===== src/rtl/audio_clkgen_if.sv =====
// Control/status bundle for audio_clkgen: run enable and increment reload in,
// phase-locked MCLK/SCLK/LRCK and strobes out.
interface audio_clkgen_if #(
    parameter int unsigned ACC_W = 32
);
    logic             en;
    logic [ACC_W-1:0] inc_in;
    logic             inc_load;
    logic             mclk;
    logic             mclk_tick;
    logic             sclk;
    logic             lrck;
    logic             frame_start;
    logic             reload_pending;

    modport master (
        output en, inc_in, inc_load,
        input  mclk, mclk_tick, sclk, lrck, frame_start, reload_pending
    );

    modport slave (
        input  en, inc_in, inc_load,
        output mclk, mclk_tick, sclk, lrck, frame_start, reload_pending
    );
endinterface


===== src/rtl/audio_clkgen.sv =====
// NCO-based audio clock generator: MCLK from a phase accumulator, SCLK/LRCK from an MCLK-edge counter.
// Define AUDIO_CLKGEN_RELOAD_EN to enable frame-aligned runtime reload of the phase increment.
module audio_clkgen #(
    parameter int unsigned ACC_W         = 32,
    parameter longint unsigned INC_RST   = 64'd527765581,
    parameter int unsigned MCLK_PER_SCLK = 4,
    parameter int unsigned SCLK_PER_LR   = 64
) (
    input logic           clk,
    input logic           rst,
    audio_clkgen_if.slave bus
);
    localparam int unsigned FRAME = MCLK_PER_SCLK * SCLK_PER_LR;
    localparam int unsigned MW    = $clog2(FRAME);
    localparam int unsigned SW    = $clog2(MCLK_PER_SCLK);
    localparam logic [ACC_W-1:0] INC_INIT  = ACC_W'(INC_RST);
    localparam logic [MW-1:0]    MCNT_LAST = MW'(FRAME - 1);

    logic [ACC_W-1:0] acc_q, acc_d, acc_sum, inc_q;
    logic [MW-1:0]    mcnt_q, mcnt_d;
    logic             tick_q, tick_d, fs_q, fs_d, tick;

    // FRAME is a power of two, so the counter wraps to 0 on its own.
    always_comb begin
        acc_sum = acc_q + inc_q;
        tick    = ~acc_q[ACC_W-1] & acc_sum[ACC_W-1];
        acc_d   = acc_q;
        mcnt_d  = mcnt_q;
        tick_d  = 1'b0;
        fs_d    = 1'b0;
        if (bus.en) begin
            acc_d  = acc_sum;
            tick_d = tick;
            fs_d   = tick & (mcnt_q == MCNT_LAST);
            if (tick) begin
                mcnt_d = mcnt_q + MW'(1);
            end
        end
    end

    always_ff @(posedge clk or posedge rst) begin
        if (rst) begin
            acc_q  <= '0;
            mcnt_q <= '0;
            tick_q <= 1'b0;
            fs_q   <= 1'b0;
        end else begin
            acc_q  <= acc_d;
            mcnt_q <= mcnt_d;
            tick_q <= tick_d;
            fs_q   <= fs_d;
        end
    end

`ifdef AUDIO_CLKGEN_RELOAD_EN
    logic [ACC_W-1:0] inc_d, pend_q, pend_d;
    logic             pendv_q, pendv_d, load_ok;

    // The wrap consumes the older pending value; a load on the same edge refills it for the next wrap.
    always_comb begin
        load_ok = bus.en & bus.inc_load & ~bus.inc_in[ACC_W-1];
        inc_d   = inc_q;
        pend_d  = pend_q;
        pendv_d = pendv_q;
        if (fs_d && pendv_q) begin
            inc_d   = pend_q;
            pendv_d = 1'b0;
        end
        if (load_ok) begin
            pend_d  = bus.inc_in;
            pendv_d = 1'b1;
        end
    end

    always_ff @(posedge clk or posedge rst) begin
        if (rst) begin
            inc_q   <= INC_INIT;
            pend_q  <= '0;
            pendv_q <= 1'b0;
        end else begin
            inc_q   <= inc_d;
            pend_q  <= pend_d;
            pendv_q <= pendv_d;
        end
    end

    assign bus.reload_pending = pendv_q;
`else
    logic inc_unused;

    assign inc_q              = INC_INIT;
    assign inc_unused         = ^{bus.inc_in, bus.inc_load};
    assign bus.reload_pending = 1'b0;
`endif

    assign bus.mclk        = acc_q[ACC_W-1];
    assign bus.mclk_tick   = tick_q;
    assign bus.sclk        = mcnt_q[SW-1];
    assign bus.lrck        = mcnt_q[MW-1];
    assign bus.frame_start = fs_q;
endmodule


===== src/flat_wrapper.sv =====
// flat-port wrapper written by rule: the top's interface ports become plain ports
module audio_clkgen_flat 
#(
    parameter int unsigned ACC_W         = 32,
    parameter longint unsigned INC_RST   = 64'd527765581,
    parameter int unsigned MCLK_PER_SCLK = 4,
    parameter int unsigned SCLK_PER_LR   = 64
)
  (clk, rst, bus_en, bus_inc_in, bus_inc_load, bus_mclk, bus_mclk_tick, bus_sclk, bus_lrck, bus_frame_start, bus_reload_pending);
  audio_clkgen_if #(.ACC_W(ACC_W)) bus_i ();
  input logic clk;
  input logic rst;
  input wire logic [$bits(bus_i.en)-1:0] bus_en;
  input wire logic [$bits(bus_i.inc_in)-1:0] bus_inc_in;
  input wire logic [$bits(bus_i.inc_load)-1:0] bus_inc_load;
  output wire logic [$bits(bus_i.mclk)-1:0] bus_mclk;
  output wire logic [$bits(bus_i.mclk_tick)-1:0] bus_mclk_tick;
  output wire logic [$bits(bus_i.sclk)-1:0] bus_sclk;
  output wire logic [$bits(bus_i.lrck)-1:0] bus_lrck;
  output wire logic [$bits(bus_i.frame_start)-1:0] bus_frame_start;
  output wire logic [$bits(bus_i.reload_pending)-1:0] bus_reload_pending;
  assign bus_i.en = bus_en;
  assign bus_i.inc_in = bus_inc_in;
  assign bus_i.inc_load = bus_inc_load;
  assign bus_mclk = bus_i.mclk;
  assign bus_mclk_tick = bus_i.mclk_tick;
  assign bus_sclk = bus_i.sclk;
  assign bus_lrck = bus_i.lrck;
  assign bus_frame_start = bus_i.frame_start;
  assign bus_reload_pending = bus_i.reload_pending;
  audio_clkgen #(.ACC_W(ACC_W), .INC_RST(INC_RST), .MCLK_PER_SCLK(MCLK_PER_SCLK), .SCLK_PER_LR(SCLK_PER_LR)) u_core (.clk(clk), .rst(rst), .bus(bus_i));
endmodule

===== config.mk =====
export PLATFORM = sky130hd
export DESIGN_NAME = audio_clkgen_flat
export DESIGN_NICKNAME = d
export VERILOG_FILES = /design/src/rtl/audio_clkgen_if.sv /design/src/rtl/audio_clkgen.sv /design/src/flat_wrapper.sv
export SDC_FILE = /design/constraint.sdc
export NUM_CORES = 1
export LEC_CHECK = 0
export ABC_CLOCK_PERIOD_IN_PS = 2910
export CAP_MARGIN = 20
export CORE_UTILIZATION = 51
export DETAILED_ROUTE_END_ITERATION = 8
export PLACE_DENSITY = 0.79
export SYNTH_ARGS = -nofsm -noshare
export SYNTH_HDL_FRONTEND = slang
export SYNTH_SLANG_ARGS = --single-unit

===== constraint.sdc =====
create_clock -name clk -period 2.91 [get_ports clk]
set_input_delay 0.4365 -clock clk [delete_from_list [all_inputs] [get_ports clk]]
set_output_delay 0.4365 -clock clk [all_outputs]
set_load 0.05 [all_outputs]

==> metrics <==
vias in the first global route roughly 1400; chip width 66.4 um; status finished, violations left; P_leak about 0.00098 uW; Port Buffers 7; area occupied by multi-input gates about 1000 um^2; crit share post-route 0.900; Crit path largest cell delay between 0.4 and 0.5 ns; drt total wl between 4000 and 5000 um; Clock Sinks between 40 and 50; worst hold endpoint u_core.acc_q[26]$_DFFE_PP0P_; Vias about 1500; FF-to-FF End u_core.mcnt_q[5]$_DFFE_PP0P_; Total GRT Usage 0.205; Clock Skew roughly 0.0094 ns; initial antenna violation count 0; die area ~4400 um^2; CTS Buffer Depth 2; DIE HEIGHT 66.4 um; area of the mapped netlist 2110 um^2; r2r startpoint u_core.acc_q[2]$_DFFE_PP0P_; Post-Layout Inst Area around 2300 um^2; Setup TNS 0 ns; Top Ports 42; failing checks DRC; max_slew headroom 0.647; layout cells sized above 1 0.0957; Final Setup Violations 0; CP Capture Type flop; Layout Nets approximately 250; area grow syn2layout 11.3%; Worst Tran Pin Value about 0.53 ns; worst skew pair latency around 0.30 ns; CP Data Arrival Time around 2.8 ns; class of the most critical setup path flop to flop; GPL Wtd Cong approximately 0.85; Hold Path Class flop to flop; First-pass DRT Iterations 7; Root Buffer clkbuf_8; Place WS around 0.33 ns; Net Count, Synth 238; Cells after Synth about 200; count leader, synth dfrtp_1; RSZ-0062 raised after global routing false; drt wl/cell between 15 and 20 um; Hold Startpoint u_core.acc_q[26]$_DFFE_PP0P_; maximum VDD drop 404 uV; remaining antenna violation count 0; Syn Area/Cell between 10 and 15 um^2; final cell count without fillers 259; detailed placement HPWL 2690 um; Post CTS Setup Buffer Count 0; FF+latch count, synth 42; top_reg_cell synth dfrtp_1; Startpoint Class flop; clk slew on worst S/H paths approximately 0.090 ns; setup ws final slightly below 0.3 ns; FF-to-FF setup slack slightly below 0.3 ns; CTS tree done; fmax between 300 and 400 MHz; ANT cells 0; CP max stage cell dfrtp_1; PwrDens 1080 nW/um^2; Cell Area, Placed between 2000 and 2500 um^2; TritonCTS Buffers 5; Worst Path Required around 3.1 ns; final hold vios 0; CP Max Fanout 6; Post-CTS Resized 0; 1st-iter DRT viols 166; worst-path cell chain a211o_1 > a31o_2 > a31oi_1 > o21ai_0 > and3_1 > ha_1 > and2_1 > and4_1 > nand3_1 > xnor2_1; area share of the largest cell type after synthesis 0.498; wire length of the first global-routing pass roughly 6700 um; worst path bufs/invs 0; initial core utilization 0.528; yosys warns 0; Synth area leader dfrtp_1; vias per inst 5.98; hold path depth 1; FP Rows 23; min cycle time layout between 2 and 3 ns; Congestion Overflow GR 0; CTS H-tree depth 2; # fillers 352; register area share after synthesis 0.498; max-slew violations 0; Placed Cells 251; largest net degree at the start of global routing 43; top cells by area, synth dfrtp_1 50%, xnor2_1 9.5%, xor2_1 5.4%; fraction of registers with async set/reset 1.00; CP top delay family compound AO/OA/AOI/OAI gates; EDFF count, synth 0; # hold bufs at CTS 0; r2r worst-path depth 10; max cap viols 0; synth cell count leaders 42 x dfrtp_1, 23 x xnor2_1, 13 x xor2_1, 12 x nand2_1, 11 x nor2_1; register area between 1000 and 1500 um^2; DRC 2; library cells used by synthesis between 40 and 50; core area 4000 um^2
metal layers:
metal	routed length (um)	vias up	global-route usage
met5	0	-	0
met4	68	0	0.0824
met3	231	6	0.0517
met2	1880	57	0.319
met1	1880	753	0.272
li1	-	732	-
placed cells by master (no fill, tap or decap), types with 7 or more instances in the layout:
cell type | synthesis | routed
a21oi_1 | 7 | 7
clkdlybuf4s50_1 | 0 | 7
dfrtp_1 | 42 | 42
nand2_1 | 12 | 12
nand3_1 | 7 | 7
nor2_1 | 11 | 11
o21ai_0 | 7 | 7
xnor2_1 | 23 | 23
xor2_1 | 13 | 13
layout make-up:
cell class | count | share of cell area
well taps | 50 | 0.0266
clock buffers | 5 | 0.0293
clock inverters | 3 | 0.0192
multi-input cells | 142 | 0.425
repair buffers | 11 | 0.0426
flip-flops and latches | 42 | 0.447
inverters | 6 | 0.00958
registers in the layout, summed over array words and instances (netlist names):
register and count:
u_core.acc_q 32, u_core.bus.frame_start 1, u_core.mcnt_q 8, u_core.bus.mclk_tick 1
report_power, final:
| part | internal [uW] | switching (uW) | leakage, uW | total [uW] |
|---|---|---|---|---|
| clock network | 255 | 210 | 0.0000504 | 465 |
| registers | 848 | 340 | 0.000510 | 1190 |
| logic | 426 | 470 | 0.000415 | 896 |
| total | 1530 | 1020 | 0.000976 | 2550 |
logic make-up after synthesis:
logic type | after synthesis | share of synthesized area
compound gates | 42 | 0.146
xor+xnor | 36 | 0.149
fa+ha+maj | 3 | 0.0178
buf+inv | 15 | 0.0290
flops | 42 | 0.498
mux | 3 | 0.0154
other cells | 1 | 0.00178
simple gates | 57 | 0.143
stage by stage:
| stage | total power, uW | hold WS (ns) | util |
|---|---|---|---|
| 6_report | 2550 | 0.476 | 0.587 |
| 5_1_grt | 2720 | 0.495 | 0.587 |
| 4_1_cts | 2550 | 0.471 | 0.587 |
| 3_5_place_dp | 2080 | 0.460 | 0.559 |
| 3_3_place_gp | 2030 | 0.451 | 0.559 |
| 2_1_floorplan | 1840 | 0.435 | - |
worst max path at each step:
stage,from,end,slack [ns],cells past startpoint
after floorplan,u_core.acc_q[1]$_DFFE_PP0P_,u_core.mcnt_q[7]$_DFFE_PP0P_,0.47,11
after global placement,u_core.acc_q[2]$_DFFE_PP0P_,u_core.mcnt_q[5]$_DFFE_PP0P_,0.37,10
after detailed placement,u_core.acc_q[2]$_DFFE_PP0P_,u_core.mcnt_q[5]$_DFFE_PP0P_,0.33,10
after CTS,u_core.acc_q[2]$_DFFE_PP0P_,u_core.mcnt_q[5]$_DFFE_PP0P_,0.30,10
after global routing,u_core.acc_q[1]$_DFFE_PP0P_,u_core.mcnt_q[5]$_DFFE_PP0P_,0.13,10
final,u_core.acc_q[2]$_DFFE_PP0P_,u_core.mcnt_q[5]$_DFFE_PP0P_,0.29,10
worst reg2reg max path: stages (launching register included):
cell and delay (ns):
dfrtp_1 0.43, a211o_1 0.32, a31o_2 0.31, a31oi_1 0.25, o21ai_0 0.13, and3_1 0.20
ha_1 0.17, and2_1 0.22, and4_1 0.27, nand3_1 0.11, xnor2_1 0.13
Power figures use the tool's default switching activity.
